--- src/rtl/uctrl_fetch_pkg.sv ---
// uctrl_fetch_pkg: shared widths, fetch entry type and PC alignment helper for the prefetch unit
package uctrl_fetch_pkg;
  localparam int ADDR_W = 15;
  localparam int DATA_W = 32;
  localparam int PC_STEP = 4;
  typedef struct packed {
    logic [DATA_W-1:0] data;
    logic [ADDR_W-1:0] pc;
  } fetch_entry_t;
  function automatic logic [ADDR_W-1:0] word_align(input logic [ADDR_W-1:0] a);
    return {a[ADDR_W-1:2], 2'b00};
  endfunction
endpackage

--- src/rtl/fetch_fifo.sv ---
// fetch_fifo: flushable FIFO whose head is held in its own register so outputs come straight from flops
module fetch_fifo
  import uctrl_fetch_pkg::*;
#(
  parameter int DEPTH = 4,
  localparam int CW = $clog2(DEPTH + 1),
  localparam int PW = $clog2(DEPTH)
) (
  input  logic         clk,
  input  logic         rst_n,
  input  logic         flush_i,
  input  logic         push_i,
  input  logic         pop_i,
  input  fetch_entry_t wdata_i,
  output fetch_entry_t head_o,
  output logic [CW-1:0] count_o
);
  fetch_entry_t mem_q [DEPTH];
  fetch_entry_t head_q, head_d;
  logic [PW-1:0] rd_q, rd_d, wr_q, wr_d;
  logic [CW-1:0] cnt_q, cnt_d, rem;
  logic wr_en;
  always_comb begin
    wr_en = push_i && !flush_i;
    rd_d = rd_q + PW'(pop_i);
    rem = cnt_q - CW'(pop_i);
    wr_d = flush_i ? rd_d : wr_q + PW'(wr_en);
    cnt_d = flush_i ? '0 : rem + CW'(wr_en);
    // when nothing survives the pop, the incoming word becomes the head directly
    head_d = (cnt_d == '0) ? head_q : (rem == '0) ? wdata_i : mem_q[rd_d];
  end
  always_ff @(posedge clk or negedge rst_n)
    if (!rst_n) begin
      rd_q <= '0;
      wr_q <= '0;
      cnt_q <= '0;
      head_q <= '0;
    end else begin
      rd_q <= rd_d;
      wr_q <= wr_d;
      cnt_q <= cnt_d;
      head_q <= head_d;
    end
  always_ff @(posedge clk)
    if (wr_en) mem_q[wr_q] <= wdata_i;
  assign head_o = head_q;
  assign count_o = cnt_q;
endmodule

--- src/rtl/rom_prefetch_unit.sv ---
// rom_prefetch_unit: sequential ROM fetch with redirect flush, MBIST hold and a decode-side FIFO
module rom_prefetch_unit
  import uctrl_fetch_pkg::*;
#(
  parameter int DEPTH = 4,
  parameter logic [ADDR_W-1:0] RESET_PC = '0
) (
  input  logic              clk,
  input  logic              rst_n,
  input  logic              redirect_valid,
  input  logic [ADDR_W-1:0] redirect_pc,
  output logic              instr_valid,
  input  logic              instr_ready,
  output logic [DATA_W-1:0] instr_data,
  output logic [ADDR_W-1:0] instr_pc,
  output logic              align_err,
  output logic              rom_req,
  output logic [ADDR_W-1:0] rom_addr,
  input  logic [DATA_W-1:0] rom_rdata,
  input  logic              rom_ready,
  input  logic              mbist_en
);
  localparam int CW = $clog2(DEPTH + 1);
  logic [ADDR_W-1:0] fetch_pc_q, fetch_pc_d, rom_addr_q, rom_addr_d, resp_pc_q, redir_pc;
  logic rom_req_q, rom_req_d, inflight_q, kill_q, align_err_q, pop, push, issue;
  logic [CW-1:0] count;
  logic [CW:0] used;
  fetch_entry_t wentry, head;
  always_comb begin
    pop = instr_valid && instr_ready;
    push = rom_ready && inflight_q && !kill_q;
    redir_pc = word_align(redirect_pc);
    // credit covers the request on the bus and the response arriving now
    used = (CW+1)'(count) + (CW+1)'(inflight_q) + (CW+1)'(rom_req_q) - (CW+1)'(pop);
    issue = !mbist_en && !redirect_valid && used < (CW+1)'(DEPTH);
    // a redirect launches its own request so the new address is on the bus next cycle
    rom_req_d = redirect_valid ? !mbist_en : issue;
    rom_addr_d = redirect_valid ? redir_pc : issue ? fetch_pc_q : rom_addr_q;
    fetch_pc_d = redirect_valid ? redir_pc + (rom_req_d ? ADDR_W'(PC_STEP) : '0)
               : issue ? fetch_pc_q + ADDR_W'(PC_STEP) : fetch_pc_q;
    wentry = '{data: rom_rdata, pc: resp_pc_q};
  end
  always_ff @(posedge clk or negedge rst_n)
    if (!rst_n) begin
      fetch_pc_q <= RESET_PC;
      rom_addr_q <= RESET_PC;
      rom_req_q <= 1'b0;
      inflight_q <= 1'b0;
      kill_q <= 1'b0;
      align_err_q <= 1'b0;
      resp_pc_q <= '0;
    end else begin
      fetch_pc_q <= fetch_pc_d;
      rom_addr_q <= rom_addr_d;
      rom_req_q <= rom_req_d;
      inflight_q <= rom_req_q;
      kill_q <= redirect_valid;
      align_err_q <= redirect_valid && |redirect_pc[1:0];
      resp_pc_q <= rom_addr_q;
    end
  fetch_fifo #(.DEPTH(DEPTH)) u_fifo (
    .clk     (clk),
    .rst_n   (rst_n),
    .flush_i (redirect_valid),
    .push_i  (push),
    .pop_i   (pop),
    .wdata_i (wentry),
    .head_o  (head),
    .count_o (count)
  );
  assign instr_valid = count != '0;
  assign instr_data = head.data;
  assign instr_pc = head.pc;
  assign align_err = align_err_q;
  assign rom_req = rom_req_q;
  assign rom_addr = rom_addr_q;
endmodule

--- config.mk ---
export PLATFORM = sky130hd
export DESIGN_NAME = rom_prefetch_unit
export DESIGN_NICKNAME = d
export VERILOG_FILES = /design/src/rtl/uctrl_fetch_pkg.sv /design/src/rtl/fetch_fifo.sv /design/src/rtl/rom_prefetch_unit.sv
export SDC_FILE = /design/constraint.sdc
export NUM_CORES = 1
export LEC_CHECK = 0
export ABC_CLOCK_PERIOD_IN_PS = 4800
export BUFFER_PORTS_ARGS = -buffer_cell sky130_fd_sc_hd__buf_2
export CAP_MARGIN = 25
export CORE_AREA = 2 2 157 159
export DETAILED_ROUTE_END_ITERATION = 10
export DIE_AREA = 0 0 159 161
export PLACE_DENSITY = 0.73
export RECOVER_POWER = 100
export SETUP_SLACK_MARGIN = 0.5
export SLEW_MARGIN = 5
export SYNTH_ARGS = -nofsm -noshare
export SYNTH_HDL_FRONTEND = slang
export SYNTH_SLANG_ARGS = --single-unit
--- constraint.sdc ---
create_clock -name clk -period 4.8 [get_ports clk]
set_input_delay 0.48 -clock clk [delete_from_list [all_inputs] [get_ports clk]]
set_output_delay 0.48 -clock clk [all_outputs]
set_load 0.01 [all_outputs]
==> flow_metrics.env, run 1 <==
export IMPL_outcome="finished with violations"
export IMPL_violations="max-capacitance violations, max-slew violations"
export IMPL_drc=0
export IMPL_finClkSkew_ns=0.01786
export IMPL_min_period_over_period_pct=80.94
export IMPL_htree_num_levels=1
export IMPL_rr_worst_depth=3
export IMPL_firstDrtPassIters=4
export IMPL_overflow=0
export IMPL_final_setup_viol_count=0
export IMPL_cts_path_max_buffers=3
export IMPL_min_from="redirect_pc[0]"
export IMPL_synth_edff_count=184
export IMPL_drv_cap=5
export IMPL_grt_pass1_wl_mm=34.49
export IMPL_ys_ff_latch=282
export IMPL_power_density_nw_per_um2=724.8
export IMPL_hold_viol=0
export IMPL_worstPathRequired_ns=4.94
export IMPL_synth_cell_types=42
export IMPL_max_freq_mhz=257.4
export IMPL_path_clk_slew_ns=0.06
export IMPL_async_flop_share_pct=34.75
export IMPL_grt_pass1_vias=6420
export IMPL_antenna_left=0
export IMPL_r2r_end="u_fifo.mem_q[2][36]$_DFFE_PP_"
export IMPL_cp_end_kind="flop"
export IMPL_fill_cells=1972
export IMPL_die_x_um=159
export IMPL_cts_resized_gates=0
export IMPL_path_max_fanout=54
export IMPL_clockPowerShare_pct=22.7
export IMPL_fin_cells=1157
export IMPL_ys_flop_type="edfxtp_1"
export IMPL_cts_sinks=282
export IMPL_final_cell_mix="edfxtp_1, clkbuf_1, dfrtp_1, nand2_1, o21ai_0"
export IMPL_slew_limit_headroom_pct=-145.4
export IMPL_finalPower_uw=9483
export IMPL_cts_buffers_inserted=29
export IMPL_clock_latency_ns=0.55
export IMPL_num_rows=57
export IMPL_p_sw_uw=3343
export IMPL_worst_slew_pin_slew_ns=3.682
export IMPL_track_usage_pct=16.94
export IMPL_cts_hold_buf=0
export IMPL_port_buffers=117
export IMPL_netlist_area_um2=11330
export IMPL_cp_start_kind="primary input"
export IMPL_post_cts_buffers=0
export IMPL_crit_type="in -> reg"
export IMPL_globalplace_congestion=0.8287
export IMPL_seqPwrFrac_pct=34.4
export IMPL_intPower_uw=6139
export IMPL_timing_rr_start="kill_q$_DFF_PN0_"
export IMPL_layout_nets=877
export IMPL_placed_cells=1101
export IMPL_worstHoldPathCells=3
export IMPL_synth_seq_area_share_pct=70.41
export IMPL_io_pins=118
export IMPL_hold_path_class="in -> reg"
export IMPL_cts_tree="yes"
export IMPL_combPwrFrac_pct=42.9
export IMPL_rsz0062_at_grt="false"
export IMPL_yosysWarnings=0
export IMPL_syn_inst=686
export IMPL_switching_share_pct=35.26
export IMPL_via_per_inst=5.329
export IMPL_core_area_um2=23960
export IMPL_wirelength_mm=21.69
export IMPL_drv_slew=169
export IMPL_wl_per_cell_um=18.75
export IMPL_syn_avg_cell_area_um2=16.52
export IMPL_drt_initial_drc_count=436
export IMPL_die_h_um=161
export IMPL_mostFrequentLayoutCell="edfxtp_1"
export IMPL_ir_drop_v=0.0008015
export IMPL_dr_total_vias=6166
export IMPL_cts_root_buffer="clkbuf_16"
export IMPL_syn_to_final_growth_pct=15.47
export IMPL_antenna_found_initial=0
export IMPL_diodes=0
export IMPL_rrSetupSlack_ns=1.01
export IMPL_setup_tns_final_ns=0
export IMPL_syn_nets=753
export IMPL_critPathArrivalTime_ns=4.03
export IMPL_leakage_uw=0.004912
export IMPL_holdPathEnd="align_err$_DFF_PN0_"
export IMPL_start_util_pct=47.28
export IMPL_layout_drive_gt1_share_pct=14.29
export IMPL_grt_max_degree=93
export IMPL_hpwl_mm=13.45
export IMPL_dieArea_um2=25600
export IMPL_period_minus_slack_ns=3.885
[cell families after synthesis]
group,Yosys count,share of synthesized area (%)
fa+ha+maj,14,1.546
xor+xnor,26,2.131
buf+inv,49,2.087
mux,110,14.81
compound gates,86,4.219
flops,282,70.41
simple gates,119,4.793
[worst max path at each step]
stage | endpoint | cells after the start | from | slack, ns
floorplan | u_fifo.mem_q[1][10]$_DFFE_PP_ | 4 | redirect_valid | 1.07
global placement | fetch_pc_q[14]$_DFFE_PN0N_ | 17 | u_fifo.count_o[2]$_DFF_PN0_ | 1.38
detailed placement | fetch_pc_q[14]$_DFFE_PN0N_ | 17 | u_fifo.count_o[2]$_DFF_PN0_ | 1.25
CTS | fetch_pc_q[14]$_DFFE_PN0N_ | 17 | u_fifo.count_o[2]$_DFF_PN0_ | 1.22
global route | u_fifo.mem_q[2][8]$_DFFE_PP_ | 4 | redirect_valid | 0.56
finish | u_fifo.mem_q[2][36]$_DFFE_PP_ | 4 | redirect_valid | 0.92
[cells in the mapped netlist (all sizes together) (2+ instances only)]
master	n	share of area, %
a21oi	4	0.18
mux4	46	9.1
inv	12	0.40
xor2	17	1.3
o211ai	8	0.53
nor3	5	0.22
buf	24	1.3
and3	4	0.22
o21a	2	0.13
nand4	4	0.22
xnor2	8	0.62
clkbuf	12	0.40
o21ai	69	3.1
dfrtp	98	22
nor2b	3	0.17
o2111ai	2	0.15
nand2	74	2.5
ha	14	1.5
nor2	10	0.40
edfxtp	184	49
nand3	10	0.44
mux2i	63	5.6
[power groups by stage]
stage	combinational, µW	sequential, µW	clock, µW
after detailed placement	4240	3310	0
final	4060	3260	2150
after global routing	4470	3310	2290
after floorplan	3090	3350	0
after global placement	4140	3300	0
after CTS	4250	3270	2200
[state kept, by name (all words and copies together) (netlist names)]
name / count
align_err: 1
fetch_pc_q: 13
inflight_q: 1
kill_q: 1
resp_pc_q: 14
rom_addr: 14
rom_req: 1
u_fifo.count_o: 3
u_fifo.head_o: 46
u_fifo.mem_q: 184
u_fifo.rd_q: 2
u_fifo.wr_q: 2
[final cells by class]
type / count / area (µm²) / area share [%]
Sequential cell: 282 / 7978 / 60.98
Clock buffer: 42 / 824.5 / 6.303
Timing Repair Buffer: 129 / 590.6 / 4.514
Clock inverter: 12 / 106.4 / 0.8129
Tap cell: 324 / 405.4 / 3.099
Inverter: 13 / 48.80 / 0.3730
Multi-Input combinational cell: 355 / 3129 / 23.92
[per-layer routing]
layer	track usage (%)	vias to the layer above	part of all wire, %
met2	28.72	167	49
met4	3.388	0	1.4
li1	-	2857	-
met1	23.43	3118	44
met3	2.979	24	5.5
met5	0	-	0
[worst max-delay path, stage by stage]
cell            delay (ns)
buf_2                 0.37
nor4b_1               0.91
and3b_1               0.82
dlymetal6s4s_1        1.42
[per-stage QoR]
step | util, % | instance area (µm²) | hold slack (ns) | setup WS [ns]
3_3_place_gp | 51.40 | 12320 | 0.4033 | 1.380
6_report | 54.59 | 13080 | 0.1663 | 0.9151
4_1_cts | 55.29 | 13250 | 0.04935 | 1.225
2_1_floorplan | - | 11330 | 0.1844 | 1.067
3_5_place_dp | 51.40 | 12320 | 0.4135 | 1.248
5_1_grt | 54.59 | 13080 | 0.1932 | 0.5634
Note: power is estimated with default switching activity, not from simulation.
==> inputs of run 2 (changes only) <==
--- a/config.mk
+++ b/config.mk
@@ -5,13 +5,14 @@
 export SDC_FILE = /design/constraint.sdc
 export NUM_CORES = 1
 export LEC_CHECK = 0
-export ABC_CLOCK_PERIOD_IN_PS = 4800
+export ABC_AREA = 1
+export ABC_CLOCK_PERIOD_IN_PS = 3900
 export BUFFER_PORTS_ARGS = -buffer_cell sky130_fd_sc_hd__buf_2
 export CAP_MARGIN = 25
-export CORE_AREA = 2 2 157 159
+export CORE_AREA = 2 2 164 166
 export DETAILED_ROUTE_END_ITERATION = 10
-export DIE_AREA = 0 0 159 161
-export PLACE_DENSITY = 0.73
+export DIE_AREA = 0 0 166 168
+export PLACE_DENSITY = 0.7
 export RECOVER_POWER = 100
 export SETUP_SLACK_MARGIN = 0.5
 export SLEW_MARGIN = 5
==> constraint.sdc (replaced) <==
create_clock -name clk -period 3.9 [get_ports clk]
set_input_delay 0.39 -clock clk [delete_from_list [all_inputs] [get_ports clk]]
set_output_delay 0.39 -clock clk [all_outputs]
set_load 0.01 [all_outputs]
==> run 2 against run 1 <==
Net effect:
- the flow still finishes with violations (max-capacitance violations, max-slew violations)
- non-clock buffer count grew 9
- global-route usage rose by 1.1 points
- synthesized cell count up 79%
- die area rose by 8.9%
- sequential share of layout area fell by 4.1 points
- power rose by 18%
- setup slack got worse by 0.28 ns
- final area is 7.2% higher
- area after synthesis up 8.9%
- critical path depth rose by 20
- via count is 39% higher
==> flow_metrics.env, run 2 <==
export IMPL_outcome="finished with violations"
export IMPL_violations="max-capacitance violations, max-slew violations"
export IMPL_finClkSkew_ns=0.01107
export IMPL_ys_ff_latch=282
export IMPL_rrSetupSlack_ns=0.63
export IMPL_yosysWarnings=0
export IMPL_synth_top_area_share_pct=44.78
export IMPL_cts_path_max_buffers=3
export IMPL_synth_seq_area_share_pct=64.66
export IMPL_leakage_uw=0.005907
export IMPL_r2r_end="fetch_pc_q[8]$_DFFE_PN0N_"
export IMPL_hold_path_class="in -> reg"
export IMPL_cpPeakStageDelay_ns=0.40
export IMPL_drc=0
export IMPL_critPathArrivalTime_ns=3.75
export IMPL_firstDrtPassIters=7
export IMPL_async_flop_share_pct=34.75
export IMPL_worst_slack_ns=0.6310
export IMPL_intPower_uw=6832
export IMPL_start_util_pct=46.82
export IMPL_cp_end_kind="flop"
export IMPL_grt_pass1_wl_mm=41.14
export IMPL_layout_nets=1403
export IMPL_netlist_area_um2=12340
export IMPL_synth_area_leaders="edfxtp_1, dfrtp_1, nand2_1"
export IMPL_wl_met3_mm=1.592
export IMPL_dr_total_vias=8570
export IMPL_io_pins=118
export IMPL_max_freq_mhz=305.9
export IMPL_slowest_stage="dfrtp_1"
export IMPL_largest_reg_flops=184
export IMPL_cts_root_buffer="clkbuf_16"
export IMPL_via_per_inst=5.041
export IMPL_seqPwrFrac_pct=36.2
export IMPL_worst_slew_pin_slew_ns=1.778
export IMPL_final_setup_viol_count=0
export IMPL_met2_length_mm=12.18
export IMPL_switching_share_pct=38.91
export IMPL_die_h_um=168
export IMPL_whs_ns=0.06230
export IMPL_ir_drop_v=0.0005372
export IMPL_rsz0062_at_grt="false"
export IMPL_diodes=0
export IMPL_dieArea_um2=27890
export IMPL_port_buffers=117
export IMPL_p_sw_uw=4351
export IMPL_slew_limit_headroom_pct=-18.92
export IMPL_hpwl_mm=14.64
export IMPL_core_area_um2=26350
export IMPL_cp_start_kind="flop"
export IMPL_worstHoldPathCells=3
export IMPL_clockPowerShare_pct=24.5
export IMPL_hold_viol=0
export IMPL_syn_nets=1297
export IMPL_yosysTopAreaCell="edfxtp_1"
export IMPL_synthTopCellsByCount="nand2_1, edfxtp_1, inv_1"
export IMPL_finalPower_uw=11180
export IMPL_path_max_fanout=5
export IMPL_top_layer_used="met4"
export IMPL_dpl_worst_slack_ns=0.4062
export IMPL_drv_cap=3
export IMPL_die_x_um=166
export IMPL_setup_tns_final_ns=0
export IMPL_cts_tree="yes"
export IMPL_syn_avg_cell_area_um2=10.03
export IMPL_synth_cell_types=27
export IMPL_globalplace_congestion=0.8336
export IMPL_mostFrequentLayoutCell="nand2_1"
export IMPL_period_minus_slack_ns=3.269
export IMPL_top_register="u_fifo.mem_q"
export IMPL_multi_input_area_um2=3503
export IMPL_timing_rr_start="u_fifo.count_o[2]$_DFF_PN0_"
export IMPL_overflow=0
export IMPL_grt_pass1_vias=8124
export IMPL_holdPathEnd="align_err$_DFF_PN0_"
export IMPL_min_period_over_period_pct=83.82
export IMPL_clock_latency_ns=0.55
export IMPL_wirelength_mm=25.41
export IMPL_cpMostUsedCell="nand2_1"
export IMPL_antenna_found_initial=0
export IMPL_antenna_left=0
export IMPL_syn_inst=1230
export IMPL_ys_flop_type="edfxtp_1"
export IMPL_num_rows=60
export IMPL_combPwrFrac_pct=39.3
export IMPL_synth_most_common_cell="nand2_1"
export IMPL_drt_initial_drc_count=622
export IMPL_wl_per_cell_um=14.95
export IMPL_worstPathRequired_ns=4.38
export IMPL_power_density_nw_per_um2=797.1
export IMPL_drt_met1_wl_mm=11.34
export IMPL_cts_buffers_inserted=30
export IMPL_syn_to_final_growth_pct=13.70
export IMPL_crit_chain="inv_1 > nand3_1 > and2_0 > ha_1 > inv_1 > ha_1 > nand2_1 > nand2_1 > nand2_1 > nand2_1 > nand2_1 > nand2_1 > nand3_1 > a21oi_4 > ha_4 > ha_4 > nand2_4 > nor2_4 > inv_1 > o21bai_1 > nand3_1 > nand2_1 > nand2_1 > nand2_1"
export IMPL_drv_slew=118
export IMPL_placed_area_um2=13140
export IMPL_min_from="redirect_pc[0]"
export IMPL_htree_num_levels=1
export IMPL_rr_worst_depth=24
export IMPL_synth_edff_count=184
export IMPL_layout_drive_gt1_share_pct=6.549
export IMPL_grt_max_degree=113
export IMPL_track_usage_pct=18.06
export IMPL_regArea_um2=7978
export IMPL_fill_cells=2373
export IMPL_cts_sinks=282
export IMPL_path_clk_slew_ns=0.06
export IMPL_final_cell_mix="nand2_1, edfxtp_1, o21ai_0, inv_1, clkbuf_1"
export IMPL_final_area_um2=14030
export IMPL_crit_type="reg -> reg"
-- run 2: cell types whose count changed in the layout (fill, tap and decap cells not counted), moves of 6 or more --
cell      delta
o21ai_0     +92
inv_1      +120
nor2_1      +17
nand2_1    +291
mux2i_1     -63
xor2_1      -11
o21ai_1     +45
clkbuf_1     +6
o211ai_1     -8
mux4_2      -46
nand3_1     +93
-- run 2: how the worst max path moves through the flow --
stage / from / end / depth (start not counted)
final: u_fifo.count_o[2]$_DFF_PN0_ / fetch_pc_q[8]$_DFFE_PN0N_ / 24
after floorplan: redirect_valid / u_fifo.mem_q[0][10]$_DFFE_PP_ / 5
after global routing: u_fifo.count_o[2]$_DFF_PN0_ / fetch_pc_q[8]$_DFFE_PN0N_ / 24
after CTS: u_fifo.count_o[2]$_DFF_PN0_ / fetch_pc_q[8]$_DFFE_PN0N_ / 23
after detailed placement: u_fifo.count_o[2]$_DFF_PN0_ / fetch_pc_q[8]$_DFFE_PN0N_ / 23
after global placement: u_fifo.count_o[2]$_DFF_PN0_ / fetch_pc_q[14]$_DFFE_PN0N_ / 22
-- run 2: power groups by stage --
| stage | Clock [µW] | Combinational, µW | Sequential [µW] |
|---|---|---|---|
| finish | 2740 | 4390 | 4050 |
| global route | 2920 | 5080 | 4110 |
| CTS | 2810 | 4540 | 4040 |
| detailed placement | 0 | 4530 | 4100 |
| global placement | 0 | 4430 | 4080 |
| floorplan | 0 | 3450 | 4140 |
-- run 2: metal layers --
layer | vias up | GRT usage [%]
met5 | - | 0
met4 | 0 | 3.970
met3 | 23 | 3.103
met2 | 235 | 30.80
met1 | 4013 | 24.49
li1 | 4299 | -
-- run 2: timing repair --
action,4_1_cts,5_1_grt
resized for setup,2,11
hold endpoints to repair,57,0
pin swaps,0,4
hold buffers,1,0
cloned,0,1
endpoints found under the setup margin,5,8
buffers inserted,0,5
-- run 2: final cells by class --
| class | count | area share [%] |
|---|---|---|
| flip-flops and latches | 282 | 56.87 |
| multi-input cells | 749 | 24.97 |
| clock buffers | 45 | 5.904 |
| repair buffers | 138 | 4.709 |
| inverters | 135 | 3.612 |
| well taps | 341 | 3.041 |
| clock inverters | 10 | 0.8919 |
-- run 2: worst max-delay path: cells and delay by family (launching register included) --
kind | cells | cell delay (ns)
fa+ha+maj | 4 | 0.89
compound gates | 2 | 0.38
flops | 1 | 0.40
simple gates | 15 | 1.33
buf+inv | 3 | 0.20
-- run 2: cells by family (layout without fill, tap and decap cells) --
logic type | after synthesis | after routing | share of synthesized area, %
buffers and inverters | 200 | 328 | 7.555
xor gates and xnor gates | 9 | 9 | 0.6388
AOI/OAI and AO/OA | 214 | 214 | 8.741
and+or+nand+nor | 511 | 512 | 16.99
DFF | 282 | 282 | 64.66
adders and majority gates | 14 | 14 | 1.420
-- run 2: metrics by stage --
| step | utilization (%) | instances |
|---|---|---|
| 2_1_floorplan | - | 1230 |
| 3_3_place_gp | 49.85 | 1637 |
| 3_5_place_dp | 49.85 | 1637 |
| 4_1_cts | 53.54 | 1693 |
| 5_1_grt | 53.24 | 1700 |
| 6_report | 53.24 | 1700 |
